`src/rtl/ibex_wb_queue_if.sv`:
```
// Bus bundle between ID/EX, the LSU response path, the register file
// and the in-order writeback queue.
interface ibex_wb_queue_if;
    logic        en_wb_i;
    logic [1:0]  instr_type_wb_i;
    logic [31:0] pc_id_i;
    logic        instr_is_compressed_id_i;
    logic        instr_perf_count_id_i;
    logic [4:0]  rf_waddr_id_i;
    logic [31:0] rf_wdata_id_i;
    logic        rf_we_id_i;
    logic [31:0] rf_wdata_lsu_i;
    logic        rf_we_lsu_i;
    logic        lsu_resp_valid_i;
    logic        lsu_resp_err_i;
    logic [4:0]  rd_addr_a_i;
    logic [4:0]  rd_addr_b_i;
    logic        ready_wb_o;
    logic        lsu_resp_ready_o;
    logic [4:0]  rf_waddr_wb_o;
    logic [31:0] rf_wdata_wb_o;
    logic        rf_we_wb_o;
    logic [31:0] pc_wb_o;
    logic        instr_done_wb_o;
    logic        outstanding_load_wb_o;
    logic        outstanding_store_wb_o;
    logic [3:0]  occupancy_o;
    logic        fwd_valid_a_o;
    logic        fwd_valid_b_o;
    logic [31:0] fwd_data_a_o;
    logic [31:0] fwd_data_b_o;
    logic        stall_a_o;
    logic        stall_b_o;
    logic        perf_instr_ret_wb_o;
    logic        perf_instr_ret_compressed_wb_o;

    modport slave (
        input  en_wb_i, instr_type_wb_i, pc_id_i, instr_is_compressed_id_i,
               instr_perf_count_id_i, rf_waddr_id_i, rf_wdata_id_i, rf_we_id_i,
               rf_wdata_lsu_i, rf_we_lsu_i, lsu_resp_valid_i, lsu_resp_err_i,
               rd_addr_a_i, rd_addr_b_i,
        output ready_wb_o, lsu_resp_ready_o, rf_waddr_wb_o, rf_wdata_wb_o,
               rf_we_wb_o, pc_wb_o, instr_done_wb_o, outstanding_load_wb_o,
               outstanding_store_wb_o, occupancy_o, fwd_valid_a_o, fwd_valid_b_o,
               fwd_data_a_o, fwd_data_b_o, stall_a_o, stall_b_o,
               perf_instr_ret_wb_o, perf_instr_ret_compressed_wb_o
    );

    modport master (
        output en_wb_i, instr_type_wb_i, pc_id_i, instr_is_compressed_id_i,
               instr_perf_count_id_i, rf_waddr_id_i, rf_wdata_id_i, rf_we_id_i,
               rf_wdata_lsu_i, rf_we_lsu_i, lsu_resp_valid_i, lsu_resp_err_i,
               rd_addr_a_i, rd_addr_b_i,
        input  ready_wb_o, lsu_resp_ready_o, rf_waddr_wb_o, rf_wdata_wb_o,
               rf_we_wb_o, pc_wb_o, instr_done_wb_o, outstanding_load_wb_o,
               outstanding_store_wb_o, occupancy_o, fwd_valid_a_o, fwd_valid_b_o,
               fwd_data_a_o, fwd_data_b_o, stall_a_o, stall_b_o,
               perf_instr_ret_wb_o, perf_instr_ret_compressed_wb_o
    );
endinterface

```
`src/rtl/ibex_wb_queue.sv`:
```
// In-order writeback queue: holds up to Depth issued instructions, retires
// at most one per cycle from the head, and offers forwarding/stall info for
// two operand read ports. Optional statistics outputs are enabled with the
// macro IBEX_WB_QUEUE_STATS_EN.
module ibex_wb_queue #(
    parameter int unsigned Depth    = 2,
    parameter bit          ResetAll = 1'b0
) (
    input  logic           clk_i,
    input  logic           rst_ni,
    ibex_wb_queue_if.slave wb
`ifdef IBEX_WB_QUEUE_STATS_EN
    ,
    output logic [15:0]    stat_full_stall_o,
    output logic [3:0]     stat_max_occ_o
`endif
);
    localparam int unsigned PtrW = (Depth > 1) ? $clog2(Depth) : 1;
    localparam logic [1:0] TypeLoad  = 2'd0;
    localparam logic [1:0] TypeStore = 2'd1;

    typedef struct packed {
        logic [1:0]  itype;
        logic [4:0]  waddr;
        logic [31:0] wdata;
        logic        we;
        logic [31:0] pc;
        logic        compressed;
        logic        count;
    } entry_t;

    entry_t           mem_q [Depth];
    entry_t           new_entry;
    entry_t           head;
    logic [Depth-1:0] valid_q;
    logic [PtrW-1:0]  head_q, tail_q;
    logic [3:0]       count_q;
    logic             head_valid, head_is_load, head_is_store, head_is_ls;
    logic             head_done, ready, enq, lsu_ready;
    logic [4:0]       rd_addr [2];
    logic             hz_stall [2];
    logic             hz_fwd [2];
    logic [31:0]      hz_data [2];

    // Pointers wrap at Depth, which need not be a power of two.
    function automatic logic [PtrW-1:0] ptr_inc(input logic [PtrW-1:0] p);
        return (p == PtrW'(Depth - 1)) ? '0 : p + 1'b1;
    endfunction

    assign head          = mem_q[head_q];
    assign head_valid    = valid_q[head_q];
    assign head_is_load  = (head.itype == TypeLoad);
    assign head_is_store = (head.itype == TypeStore);
    assign head_is_ls    = head_is_load | head_is_store;
    assign lsu_ready     = head_valid & head_is_ls;
    assign head_done     = head_valid & (~head_is_ls | (wb.lsu_resp_valid_i & lsu_ready));
    // A full queue still accepts when its head frees a slot this cycle.
    assign ready         = (count_q < 4'(Depth)) | head_done;
    assign enq           = wb.en_wb_i & ready;

    assign new_entry = '{itype: wb.instr_type_wb_i, waddr: wb.rf_waddr_id_i,
                         wdata: wb.rf_wdata_id_i, we: wb.rf_we_id_i, pc: wb.pc_id_i,
                         compressed: wb.instr_is_compressed_id_i,
                         count: wb.instr_perf_count_id_i};

    assign wb.ready_wb_o       = ready;
    assign wb.lsu_resp_ready_o = lsu_ready;
    assign wb.instr_done_wb_o  = head_done;
    assign wb.occupancy_o      = count_q;
    assign wb.rf_waddr_wb_o    = head_valid ? head.waddr : 5'd0;
    assign wb.pc_wb_o          = head_valid ? head.pc : 32'd0;
    assign wb.perf_instr_ret_wb_o = head_done & head.count &
                                    ~(wb.lsu_resp_valid_i & wb.lsu_resp_err_i);
    assign wb.perf_instr_ret_compressed_wb_o = wb.perf_instr_ret_wb_o & head.compressed;

    // Register file write from the head: loads take LSU data, stores never write.
    always_comb begin
        wb.rf_we_wb_o    = 1'b0;
        wb.rf_wdata_wb_o = 32'd0;
        if (head_is_load) begin
            wb.rf_we_wb_o = head_done & wb.rf_we_lsu_i;
            if (wb.rf_we_wb_o) wb.rf_wdata_wb_o = wb.rf_wdata_lsu_i;
        end else if (!head_is_store) begin
            wb.rf_we_wb_o = head_done & head.we;
            if (wb.rf_we_wb_o) wb.rf_wdata_wb_o = head.wdata;
        end
    end

    // Summarise which kinds of memory operations are still in flight.
    always_comb begin
        wb.outstanding_load_wb_o  = 1'b0;
        wb.outstanding_store_wb_o = 1'b0;
        for (int i = 0; i < Depth; i++) begin
            if (valid_q[i] && mem_q[i].itype == TypeLoad)  wb.outstanding_load_wb_o  = 1'b1;
            if (valid_q[i] && mem_q[i].itype == TypeStore) wb.outstanding_store_wb_o = 1'b1;
        end
    end

    assign rd_addr[0] = wb.rd_addr_a_i;
    assign rd_addr[1] = wb.rd_addr_b_i;

    // Walk entries oldest to youngest so the youngest match overwrites older ones.
    always_comb begin
        logic [PtrW:0]   idx;
        logic [PtrW-1:0] slot;
        idx  = '0;
        slot = '0;
        for (int p = 0; p < 2; p++) begin
            hz_stall[p] = 1'b0;
            hz_fwd[p]   = 1'b0;
            hz_data[p]  = 32'd0;
            for (int i = 0; i < Depth; i++) begin
                idx = {1'b0, head_q} + (PtrW + 1)'(i);
                if (idx >= (PtrW + 1)'(Depth)) idx = idx - (PtrW + 1)'(Depth);
                slot = idx[PtrW-1:0];
                if (valid_q[slot] && rd_addr[p] != 5'd0 && mem_q[slot].waddr == rd_addr[p] &&
                    (mem_q[slot].we || mem_q[slot].itype == TypeLoad)) begin
                    hz_stall[p] = (mem_q[slot].itype == TypeLoad);
                    hz_fwd[p]   = (mem_q[slot].itype != TypeLoad);
                    hz_data[p]  = (mem_q[slot].itype != TypeLoad) ? mem_q[slot].wdata : 32'd0;
                end
            end
        end
    end

    assign wb.stall_a_o     = hz_stall[0];
    assign wb.stall_b_o     = hz_stall[1];
    assign wb.fwd_valid_a_o = hz_fwd[0];
    assign wb.fwd_valid_b_o = hz_fwd[1];
    assign wb.fwd_data_a_o  = hz_data[0];
    assign wb.fwd_data_b_o  = hz_data[1];

    // Control state: valid bits, pointers and occupancy; enqueue wins over retire on the same slot.
    always_ff @(posedge clk_i or negedge rst_ni) begin
        if (!rst_ni) begin
            valid_q <= '0;
            head_q  <= '0;
            tail_q  <= '0;
            count_q <= '0;
        end else begin
            if (head_done) begin
                valid_q[head_q] <= 1'b0;
                head_q          <= ptr_inc(head_q);
            end
            if (enq) begin
                valid_q[tail_q] <= 1'b1;
                tail_q          <= ptr_inc(tail_q);
            end
            count_q <= count_q + 4'(enq) - 4'(head_done);
        end
    end

    if (ResetAll) begin : g_payload_rst
        // Payload capture at the tail, cleared on reset.
        always_ff @(posedge clk_i or negedge rst_ni) begin
            if (!rst_ni) begin
                for (int i = 0; i < Depth; i++) mem_q[i] <= '0;
            end else if (enq) begin
                mem_q[tail_q] <= new_entry;
            end
        end
    end else begin : g_payload_norst
        // Payload capture at the tail; contents are qualified by valid bits.
        always_ff @(posedge clk_i) begin
            if (enq) mem_q[tail_q] <= new_entry;
        end
    end

`ifdef IBEX_WB_QUEUE_STATS_EN
    function automatic logic [15:0] sat_inc16(input logic [15:0] v);
        return (v == 16'hFFFF) ? v : v + 16'd1;
    endfunction

    // Count refused enqueue cycles (saturating) and track the occupancy high-water mark.
    always_ff @(posedge clk_i or negedge rst_ni) begin
        if (!rst_ni) begin
            stat_full_stall_o <= '0;
            stat_max_occ_o    <= '0;
        end else begin
            if (wb.en_wb_i && !ready) stat_full_stall_o <= sat_inc16(stat_full_stall_o);
            if (count_q > stat_max_occ_o) stat_max_occ_o <= count_q;
        end
    end
`endif

    // The LSU must hold its response until the queue asks for it.
    a_resp_when_ready: assert property (@(posedge clk_i) disable iff (!rst_ni)
        wb.lsu_resp_valid_i |-> lsu_ready);
endmodule

```
`src/flat_wrapper.sv`:
```
// flat-port wrapper written by rule: the top's interface ports become plain ports
module ibex_wb_queue_flat 
#(
    parameter int unsigned Depth    = 2,
    parameter bit          ResetAll = 1'b0
)
  (clk_i, rst_ni, wb_en_wb_i, wb_instr_type_wb_i, wb_pc_id_i, wb_instr_is_compressed_id_i, wb_instr_perf_count_id_i, wb_rf_waddr_id_i, wb_rf_wdata_id_i, wb_rf_we_id_i, wb_rf_wdata_lsu_i, wb_rf_we_lsu_i, wb_lsu_resp_valid_i, wb_lsu_resp_err_i, wb_rd_addr_a_i, wb_rd_addr_b_i, wb_ready_wb_o, wb_lsu_resp_ready_o, wb_rf_waddr_wb_o, wb_rf_wdata_wb_o, wb_rf_we_wb_o, wb_pc_wb_o, wb_instr_done_wb_o, wb_outstanding_load_wb_o, wb_outstanding_store_wb_o, wb_occupancy_o, wb_fwd_valid_a_o, wb_fwd_valid_b_o, wb_fwd_data_a_o, wb_fwd_data_b_o, wb_stall_a_o, wb_stall_b_o, wb_perf_instr_ret_wb_o, wb_perf_instr_ret_compressed_wb_o);
  ibex_wb_queue_if wb_i ();
  input  logic clk_i;
  input  logic rst_ni;
  input wire logic [$bits(wb_i.en_wb_i)-1:0] wb_en_wb_i;
  input wire logic [$bits(wb_i.instr_type_wb_i)-1:0] wb_instr_type_wb_i;
  input wire logic [$bits(wb_i.pc_id_i)-1:0] wb_pc_id_i;
  input wire logic [$bits(wb_i.instr_is_compressed_id_i)-1:0] wb_instr_is_compressed_id_i;
  input wire logic [$bits(wb_i.instr_perf_count_id_i)-1:0] wb_instr_perf_count_id_i;
  input wire logic [$bits(wb_i.rf_waddr_id_i)-1:0] wb_rf_waddr_id_i;
  input wire logic [$bits(wb_i.rf_wdata_id_i)-1:0] wb_rf_wdata_id_i;
  input wire logic [$bits(wb_i.rf_we_id_i)-1:0] wb_rf_we_id_i;
  input wire logic [$bits(wb_i.rf_wdata_lsu_i)-1:0] wb_rf_wdata_lsu_i;
  input wire logic [$bits(wb_i.rf_we_lsu_i)-1:0] wb_rf_we_lsu_i;
  input wire logic [$bits(wb_i.lsu_resp_valid_i)-1:0] wb_lsu_resp_valid_i;
  input wire logic [$bits(wb_i.lsu_resp_err_i)-1:0] wb_lsu_resp_err_i;
  input wire logic [$bits(wb_i.rd_addr_a_i)-1:0] wb_rd_addr_a_i;
  input wire logic [$bits(wb_i.rd_addr_b_i)-1:0] wb_rd_addr_b_i;
  output wire logic [$bits(wb_i.ready_wb_o)-1:0] wb_ready_wb_o;
  output wire logic [$bits(wb_i.lsu_resp_ready_o)-1:0] wb_lsu_resp_ready_o;
  output wire logic [$bits(wb_i.rf_waddr_wb_o)-1:0] wb_rf_waddr_wb_o;
  output wire logic [$bits(wb_i.rf_wdata_wb_o)-1:0] wb_rf_wdata_wb_o;
  output wire logic [$bits(wb_i.rf_we_wb_o)-1:0] wb_rf_we_wb_o;
  output wire logic [$bits(wb_i.pc_wb_o)-1:0] wb_pc_wb_o;
  output wire logic [$bits(wb_i.instr_done_wb_o)-1:0] wb_instr_done_wb_o;
  output wire logic [$bits(wb_i.outstanding_load_wb_o)-1:0] wb_outstanding_load_wb_o;
  output wire logic [$bits(wb_i.outstanding_store_wb_o)-1:0] wb_outstanding_store_wb_o;
  output wire logic [$bits(wb_i.occupancy_o)-1:0] wb_occupancy_o;
  output wire logic [$bits(wb_i.fwd_valid_a_o)-1:0] wb_fwd_valid_a_o;
  output wire logic [$bits(wb_i.fwd_valid_b_o)-1:0] wb_fwd_valid_b_o;
  output wire logic [$bits(wb_i.fwd_data_a_o)-1:0] wb_fwd_data_a_o;
  output wire logic [$bits(wb_i.fwd_data_b_o)-1:0] wb_fwd_data_b_o;
  output wire logic [$bits(wb_i.stall_a_o)-1:0] wb_stall_a_o;
  output wire logic [$bits(wb_i.stall_b_o)-1:0] wb_stall_b_o;
  output wire logic [$bits(wb_i.perf_instr_ret_wb_o)-1:0] wb_perf_instr_ret_wb_o;
  output wire logic [$bits(wb_i.perf_instr_ret_compressed_wb_o)-1:0] wb_perf_instr_ret_compressed_wb_o;
  assign wb_i.en_wb_i = wb_en_wb_i;
  assign wb_i.instr_type_wb_i = wb_instr_type_wb_i;
  assign wb_i.pc_id_i = wb_pc_id_i;
  assign wb_i.instr_is_compressed_id_i = wb_instr_is_compressed_id_i;
  assign wb_i.instr_perf_count_id_i = wb_instr_perf_count_id_i;
  assign wb_i.rf_waddr_id_i = wb_rf_waddr_id_i;
  assign wb_i.rf_wdata_id_i = wb_rf_wdata_id_i;
  assign wb_i.rf_we_id_i = wb_rf_we_id_i;
  assign wb_i.rf_wdata_lsu_i = wb_rf_wdata_lsu_i;
  assign wb_i.rf_we_lsu_i = wb_rf_we_lsu_i;
  assign wb_i.lsu_resp_valid_i = wb_lsu_resp_valid_i;
  assign wb_i.lsu_resp_err_i = wb_lsu_resp_err_i;
  assign wb_i.rd_addr_a_i = wb_rd_addr_a_i;
  assign wb_i.rd_addr_b_i = wb_rd_addr_b_i;
  assign wb_ready_wb_o = wb_i.ready_wb_o;
  assign wb_lsu_resp_ready_o = wb_i.lsu_resp_ready_o;
  assign wb_rf_waddr_wb_o = wb_i.rf_waddr_wb_o;
  assign wb_rf_wdata_wb_o = wb_i.rf_wdata_wb_o;
  assign wb_rf_we_wb_o = wb_i.rf_we_wb_o;
  assign wb_pc_wb_o = wb_i.pc_wb_o;
  assign wb_instr_done_wb_o = wb_i.instr_done_wb_o;
  assign wb_outstanding_load_wb_o = wb_i.outstanding_load_wb_o;
  assign wb_outstanding_store_wb_o = wb_i.outstanding_store_wb_o;
  assign wb_occupancy_o = wb_i.occupancy_o;
  assign wb_fwd_valid_a_o = wb_i.fwd_valid_a_o;
  assign wb_fwd_valid_b_o = wb_i.fwd_valid_b_o;
  assign wb_fwd_data_a_o = wb_i.fwd_data_a_o;
  assign wb_fwd_data_b_o = wb_i.fwd_data_b_o;
  assign wb_stall_a_o = wb_i.stall_a_o;
  assign wb_stall_b_o = wb_i.stall_b_o;
  assign wb_perf_instr_ret_wb_o = wb_i.perf_instr_ret_wb_o;
  assign wb_perf_instr_ret_compressed_wb_o = wb_i.perf_instr_ret_compressed_wb_o;
  ibex_wb_queue #(.Depth(Depth), .ResetAll(ResetAll)) u_core (.clk_i(clk_i), .rst_ni(rst_ni), .wb(wb_i));
endmodule
```
`config.mk`:
```
export PLATFORM = sky130hd
export DESIGN_NAME = ibex_wb_queue_flat
export DESIGN_NICKNAME = d
export VERILOG_FILES = /design/src/rtl/ibex_wb_queue_if.sv /design/src/rtl/ibex_wb_queue.sv /design/src/flat_wrapper.sv
export SDC_FILE = /design/constraint.sdc
export NUM_CORES = 1
export LEC_CHECK = 0
export BUFFER_PORTS_ARGS = -buffer_cell sky130_fd_sc_hd__buf_2
export CAP_MARGIN = 20
export CORE_MARGIN = 4
export CORE_UTILIZATION = 51
export DETAILED_ROUTE_END_ITERATION = 16
export GPL_TIMING_DRIVEN = 0
export PLACE_DENSITY_LB_ADDON = 0.08
export SLEW_MARGIN = 25
export SYNTH_ARGS = -nofsm -noshare
export SYNTH_HDL_FRONTEND = slang
export SYNTH_SLANG_ARGS = --single-unit
export TNS_END_PERCENT = 30
```
`constraint.sdc`:
```
create_clock -name clk_i -period 6.9 [get_ports clk_i]
set_input_delay 0.69 -clock clk_i [delete_from_list [all_inputs] [get_ports clk_i]]
set_output_delay 0.69 -clock clk_i [all_outputs]
set_load 0.02 [all_outputs]
```
# Word level (Yosys, flattened, before mapping)
# Memory sizes are Yosys's and may differ from the RTL's.
# Cells that the tools add are included.
[totals] latch_bits=0 mem_count=1 ff_bits=8 wordCells=119 romBits=0 mem_bits_rw=148 output_inout_bits=149 input_bits=122
[mem_list] name="u_core.mem_q" words=2 width=74 read_ports=5 rd_clocked_by_memory_dff=0 wr=1 line_no="ibex_wb_queue.sv:32" text="entry_t mem_q [Depth];"
[op_classes] mux=44 n_lt_le_gt_ge=9 multipliers=0 addsub=7 n_reduce_logical=29 div=0 n_eq_ne=7 shift=0 bitwise=18
[ops] cell="$mux 32" count=11
[ops] cell="$mux 1" count=28
[ops] cell="$eq 5x5->1" count=4
[ops] cell="$logic_and 1x1->1" count=18
[ops] cell="$and 1x1->1" count=10
[ops] cell="$logic_not 2->1" count=5
[ops] cell="$reduce_bool 5->1" count=2
[ops] cell="$lt 1x2->1 const B" count=4
[ops] cell="$eq 2x1->1 const B" count=3
[ops] cell="$mux 5" count=1
[ops] cell="$add 4x1->4" count=1
[ops] cell="$lt 4x2->1 const B" count=1
[ops] cell="$mux 2" count=2
[ops] cell="$reduce_bool 2->1" count=2
[ops] cell="$sub 4x1->4" count=1
[ops] cell="$or 1x1->1" count=3
[ops] cell="$add 1x1->1 const B" count=2
[ops] cell="$add 1x1->2 const B" count=1
[ops] cell="$and 2x2->2" count=1
[ops] cell="$demux 1 s1" count=2
[ops] cell="$ge 1x1->1 const B" count=2
[ops] cell="$ge 1x2->1 const B" count=1
[ops] cell="$ge 2x2->1 const B" count=1
[ops] cell="$logic_or 1x1->1" count=2
[ops] cell="other kinds (4)" count=6

# Depth between registers and ports, before layout
# Gate-level depths: netlist of run 1.
# An unclocked memory read counts as a cell.
[depth] word_depth=11 ltp_mapped=11 ltp_nobuf=10

# Least setup slack after synthesis of run 1
# Ideal clock, no wire load.
[synth_path] path_kind="in2reg" start="input port wb_lsu_resp_valid_i" end="memory u_core.mem_q[0][0] (netlist name), enable pin" required_ns=6.393 setup_ns=0.507 arrival_ns=4.883 n_path_buf=0 path_slack_ns=1.511 cell_stages=6 path_cell_list="o21a_1 > nor2_1 > a21oi_1 > a21o_1 > nand2_1 > nor2_1"
[synth_between] elab_chain_len=7
[synth_lines] element="from (decl)" line_no="flat_wrapper.sv:21" text="input wire logic [$bits(wb_i.lsu_resp_valid_i)-1:0] wb_lsu_resp_valid_i;"
[synth_lines] element="$and 1x1->1" line_no="ibex_wb_queue.sv:56" text="assign head_done = head_valid & (~head_is_ls | (wb.lsu_resp_valid_i & lsu_ready));"
[synth_lines] element="$or 1x1->1" line_no="ibex_wb_queue.sv:56"
[synth_lines] element="$and 1x1->1" line_no="ibex_wb_queue.sv:56"
[synth_lines] element="net wb_instr_done_wb_o" line_no="flat_wrapper.sv:31" text="output wire logic [$bits(wb_i.instr_done_wb_o)-1:0] wb_instr_done_wb_o;"
[synth_lines] element="$or 1x1->1" line_no="ibex_wb_queue.sv:58" text="assign ready = (count_q < 4'(Depth)) | head_done;"
[synth_lines] element="net wb_ready_wb_o" line_no="flat_wrapper.sv:25" text="output wire logic [$bits(wb_i.ready_wb_o)-1:0] wb_ready_wb_o;"
[synth_lines] element="$and 1x1->1" line_no="ibex_wb_queue.sv:59" text="assign enq = wb.en_wb_i & ready;"
[synth_lines] element="$mux 1" line_no="ibex_wb_queue.sv:165" text="if (enq) mem_q[tail_q] <= new_entry;"
[synth_lines] element="$mux 1 (implied by the code)" line_no="ibex_wb_queue.sv:165"
[synth_lines] element="to (decl)" line_no="ibex_wb_queue.sv:32"
# The timed path passes the listed nets, and every way through them passes these cells.

==> results of run 1 <==
[stage by stage]
stage | setup TNS (ps) | util, %
finish | 0 | 67.80
global placement | -77210 | 63.04
CTS | 0 | 67.77
detailed placement | 0 | 64.03
global route | 0 | 67.80
floorplan | 0 | -
[cell usage after synthesis (7+ instances only)]
master / n
buf_2: 12
o21ai_0: 55
nand2_1: 80
mux2_2: 18
and2_1: 23
o22ai_1: 28
o211ai_1: 11
xor2_1: 10
mux2i_1: 43
dfrtp_1: 8
o21ai_1: 16
edfxtp_1: 148
a22oi_1: 20
nor2b_1: 28
nor2_1: 59
o32ai_1: 7
inv_1: 12
clkbuf_1: 26
xnor2_1: 13
o22ai_2: 11
[power breakdown]
| group | switching [W] | internal, W | total, W |
|---|---|---|---|
| logic | 0.0000286 | 0.0000310 | 0.0000596 |
| clock network | 0.000401 | 0.000509 | 0.000910 |
| registers | 0 | 0.00104 | 0.00104 |
[area by class of cell]
type	instances	share of cell area, %
clock buffers	17	4.082
clock inverters	15	1.429
repair buffers	276	14.29
flip-flops and latches	156	44.57
diodes	2	0.04803
well taps	211	2.533
inverters	12	0.4322
multi-input cells	479	30.46
plain buffers	46	2.161
[critical path: cells and delay by family, from the launching register on]
kind | cells | cell delay [ps]
buffers and inverters | 4 | 1280
AND/OR/NAND/NOR | 2 | 390
flip-flops | 1 | 320
AO/OA/AOI/OAI | 3 | 850
[state kept, by name, indices dropped and copies added (netlist names)]
| name | count |
|---|---|
| u_core.head_q | 1 |
| u_core.wb.occupancy_o | 4 |
| u_core.tail_q | 1 |
| u_core.mem_q | 148 |
| u_core.valid_q | 2 |
[cell families (layout without fill, tap and decap cells)]
logic type,Yosys count,count (layout),synth area share [%]
muxes,66,66,8.802
buffers and inverters,58,366,3.347
and+or+nand+nor,213,213,12.47
adders and majority gates,7,7,1.178
other,0,2,0
xor gates and xnor gates,23,23,2.495
AOI/OAI and AO/OA,170,170,14.18
DFF,156,156,57.52
[how the worst max path moves through the flow]
stage / from / endpoint / slack, ps / cells after the start
after floorplan: wb_lsu_resp_valid_i / u_core.mem_q[0][0] / 1510 / 6
after global placement: wb_lsu_resp_valid_i / u_core.mem_q[1][4] / -530 / 7
after detailed placement: wb_rd_addr_b_i[0] / wb_fwd_data_b_o[29] / 3160 / 9
after CTS: u_core.head_q / wb_rf_wdata_wb_o[4] / 2960 / 10
after global routing: u_core.head_q / wb_fwd_data_a_o[25] / 2740 / 9
final: u_core.mem_q[1][73] / wb_rf_wdata_wb_o[4] / 2940 / 9
[routing by layer]
layer	vias to the layer above	wire [um]	global-route usage, %
met2	279	10980	41.30
met3	37	1858	7.239
met1	3093	9269	30.77
li1	3164	-	-
met5	-	43	0
met4	8	462	8.229
==> qor.txt, run 1 <==
fin nets: 1117
Chip Height: 133.8 um
die width: 133.8 um
synth unique cells: 52
worst path required time: 6210 ps
maximum clock rate: 0.2524 GHz
Fin. Hold Viols: 0
FF+latch area: 4644 um2
Worst slew margin: 38.54%
sequential area share after synthesis: 57.52%
async set-reset flop share out of synthesis: 5.128%
multi-input logic area: 3174 um2
total CTS buffers: 17
vias in the first global route: 6370
Setup Viol. Count Final: 0
Design Area, Final: 10420 um2
Max-Cap Viols: 0
synth warn: 0
Antenna Nets Post-Route: 0
Setup Skew: 10.95 ps
Worst R2R End: u_core.mem_q[0][45]
Post-Synthesis Cells: 693
status: completed
input/output buffers: 270
Post-synth EDFFs: 148
Reg clk slew, reported paths: 70 ps
Synth area leader: edfxtp_1
Tcrit/Tclk final: 57.42%
Hold-fix buffers, CTS: 0
Yosys reg bits: 156
GP Congestion: 0.8712
Pwr Density: 192.3 nW/um2
r2r setup slk: 3780 ps
Initial Utilization: 52.53%
Rows: 45
Vias: 6581
HP Class: in2async
CP max stage cell: a21oi_1
most common cell after layout, fill and taps aside: buf_2
Min Clock Period, post-route: 3962 ps
most frequent cells in the layout: buf_2, edfxtp_1, nand2_1
Post-DP Area: 9842 um2
Total Power: 0.002004 W
CTS tree: yes
clk root buf: clkbuf_16
worst setup margin: 2938 ps
worst reg2reg path depth: 8
Setup Crit Path Kind: reg2out
DIE AREA: 17910 um2
drt wl/cell: 18.63 um
final wirelength: 22.62 mm
top cell type's share of synthesized area: 55.04%
critical-path cell list: clkbuf_1 -> o21ai_0 -> a21oi_1 -> and3b_1 -> clkbuf_1 -> clkbuf_1 -> nand2_1 -> o21ai_0 -> buf_2
DRT iter0 DRCs: 413
TritonCTS Sinks: 156
GRT overflow: 0
Global Route Usage Sum: 24.64%
IO Count: 271
Critical Path Source Type: flop
core area: 15370 um2
initial antenna violation count: 6
drt pass-1 iters: 5
Worst Tran Pin Value: 914.1 ps
CTS H-tree lvls: 4
ys flop type: edfxtp_1
Fill cells: 1255
pre-CTS WS: 3161 ps
VDD IR max: 0.0001934 V
worst-path fanout max: 10
Final HPWL DP: 16.86 mm
Syn Std Cell Area: 8074 um2
Most common cell on crit path: clkbuf_1
first-pass GRT wire length: 34.14 mm
DR DRC count: 0
syn_area_per_cell: 11.65 um2
synthesis-to-finish area growth: 29.07%
non-filler cells, final: 1214
dpl cells: 1180
largest net degree at the start of global routing: 24
WP data arrival: 3270 ps
post_cts resized: 0
Pleak: 4.321 nW
syn nets: 822
CTS Buffer Depth: 2
crit path capture type: output port
share of layout cells above drive strength 1: 36.66%
worst hold slack: 104.0 ps
final max-slew violation count: 0
Post-CTS Setup Bufs: 0
R2R Path Start: u_core.mem_q[1][73]
worst skew pair latency: 430 ps
RSZ-0062 raised after global routing: no
dominant cells by area after synthesis: edfxtp_1, mux2i_1, nand2_1
CP peak stage delay: 620 ps
DR vias/cell: 5.421
Power figures use the tool's default switching activity.
==> run 2: changes to the inputs <==
CORE_UTILIZATION = 46   (was 51)
clock period = 3.2 ns   (was 6.9 ns; I/O delays follow)
==> run 2 against run 1 <==
Compared with the run above:
- total power grew 120%
- hold slack got worse by 22 ps
- register-to-register slack lost 3400 ps
- combinational power up 130%
- critical endpoint is now wb_fwd_data_b_o[20]
- first-iteration DRC count shrank 29%
- sequential power increased by 110%
- design area is 6.8% higher
- routed wire length grew 1.8%
- via count grew 0.50%
==> qor.txt, run 2 (synthesis results as in run 1) <==
status: completed
final wirelength: 23.02 mm (+1.8%)
CTS H-tree lvls: 4 (unchanged)
synthesis-to-finish area growth: 37.80%
initial antenna violation count: 8 (+2)
Final HPWL DP: 17.22 mm (+2.2%)
Initial Utilization: 46.84% (-5.7 points)
worst setup margin: 22.26 ps (-2915 ps)
Setup Crit Path Kind: reg2out
Max-Cap Viols: 0 (unchanged)
Reg clk slew, reported paths: 70 ps (about the same)
Total Power: 0.004489 W (+120%)
input/output buffers: 270 (unchanged)
worst path required time: 2880 ps (-3330 ps)
Chip Height: 140.5 um (+5.0%)
CTS Buffer Depth: 2 (unchanged)
core area: 17240 um2 (+12%)
Antenna Nets Post-Route: 0 (unchanged)
RSZ-0062 raised after global routing: yes
max reg flops: 148 (unchanged)
Post-DP Area: 9883 um2 (+0.42%)
Layout Utilization: 64.55% (-3.3 points)
Design Area, Final: 11130 um2 (+6.8%)
HP Class: in2reg
Worst Tran Pin Value: 691.7 ps (-222.3 ps)
vias in the first global route: 6410 (+0.63%)
WP data arrival: 2860 ps (-410 ps)
Fin. Hold Viols: 0 (unchanged)
maximum clock rate: 0.3147 GHz
Reg with most FFs: u_core.mem_q
drt wl/cell: 18.53 um (-0.51%)
worst skew pair latency: 420 ps (about the same)
GRT overflow: 0 (unchanged)
DRT iter0 DRCs: 294 (-29%)
largest net degree at the start of global routing: 25 (+4.2%)
Worst slew margin: 53.78% (+15 points)
worst-path fanout max: 7 (-3)
Min Clock Period, post-route: 3178 ps
Vias: 6614 (+0.50%)
VDD IR max: 0.0003872 V (+100%)
IO Count: 271 (unchanged)
first-pass GRT wire length: 34.56 mm (+1.2%)
DR DRC count: 0 (unchanged)
share of layout cells above drive strength 1: 41.04% (+4.4 points)
GP Congestion: 0.8134 (-6.6%)
CTS tree: yes
fin nets: 1132 (+1.3%)
crit path capture type: output port
Critical Path Source Type: flop
total CTS buffers: 17 (unchanged)
pre-CTS WS: 185.8 ps (-2975 ps)
Setup Viol. Count Final: 0 (unchanged)
Global Route Usage Sum: 22.58% (-2.1 points)
TritonCTS Sinks: 156 (unchanged)
drt pass-1 iters: 5 (unchanged)
DR vias/cell: 5.325 (-1.8%)
DIE AREA: 19740 um2 (+10%)
most common cell after layout, fill and taps aside: buf_2
Setup Skew: 7.166 ps (-3.784 ps)
Tcrit/Tclk final: 99.30%
Pleak: 4.565 nW (+5.6%)
Pwr Density: 403.5 nW/um2 (+110%)
Rows: 48 (+6.7%)
most frequent cells in the layout: buf_2, edfxtp_1, nand2_1
clk root buf: clkbuf_16
final max-slew violation count: 0 (unchanged)
die width: 140.5 um (+5.0%)
run 2: cell types whose count changed in the layout (fill, tap and decap cells not counted), sizes merged:
cell | previous run | this run
diode | 2 | 1
clkinvlp | 2 | 1
clkbuf | 43 | 47
bufinv | 1 | 3
dlygate4sd3 | 0 | 1
buf | 296 | 307
inv | 21 | 20
clkinv | 3 | 2
run 2: metal layers:
layer	track usage, %	up-vias	part of all wire, %
li1	-	3200	-
met2	37.50	261	49
met4	7.139	14	2.0
met3	7.375	49	9.1
met1	28.06	3090	40
met5	0	-	0.41
run 2: worst max-delay path, cell delays in order, from the launching register on:
cell and delay, ps:
dfrtp_1 340, buf_6 150, buf_12 150, mux2i_4 260, xor2_1 190, nand4_1 180
a2111oi_4 470, nand2_4 170, buf_8 180, o32ai_1 130, buf_4 220
run 2: layout make-up:
| cell class | count | area, um2 |
|---|---|---|
| Antenna cell | 1 | 2.502 |
| Buffer | 45 | 300.3 |
| Clock buffer | 18 | 429.2 |
| Clock inverter | 14 | 198.9 |
| Fill cell | 1413 | 6111 |
| Inverter | 12 | 45.04 |
| Multi-Input combinational cell | 479 | 3368 |
| Sequential cell | 156 | 4644 |
| Tap cell | 225 | 281.5 |
| Timing Repair Buffer | 292 | 1856 |
run 2: final timing paths:
| check | end | start | cells after the start | slack [ps] |
|---|---|---|---|---|
| worst min-delay path | u_core.mem_q[0][3] | wb_pc_id_i[1] | 1 | 80 |
| worst min register to register | u_core.valid_q[0] | u_core.tail_q | 1 | 560 |
| max in group asynchronous | u_core.tail_q | rst_ni | 2 | 2740 |
| min in group asynchronous | u_core.wb.occupancy_o[2] | rst_ni | 2 | 280 |
| worst max-delay path | wb_fwd_data_b_o[20] | u_core.head_q | 10 | 20 |
| worst max register to register | u_core.mem_q[0][9] | u_core.mem_q[1][73] | 7 | 410 |
run 2: power by group:
part / internal (W) / leakage (nW) / switching, W
Sequential: 0.00223 / 1.42 / 0
Clock: 0.00126 / 0.306 / 0.000858
Combinational: 0.0000711 / 2.84 / 0.0000648
Total: 0.00357 / 4.56 / 0.000923
run 2: repair_timing:
item / in CTS / in global routing
hold buffers: 1 / 0
pin swaps: 5 / 8
gates cloned: 0 / 3
buffers inserted: 4 / 8
resized for setup: 30 / 100
hold endpoints to repair: 8 / 0
setup endpoints to repair: 125 / 119
run 2: per-stage QoR:
step / cells / setup TNS [ps] / hold slack [ps]
6_report: 1242 / 0 / 81.92
3_5_place_dp: 1194 / 0 / 178.5
3_3_place_gp: 1188 / -94280 / 182.3
5_1_grt: 1242 / -2689 / 62.21
4_1_cts: 1231 / 0 / 60.60
2_1_floorplan: 693 / 0 / 24.41
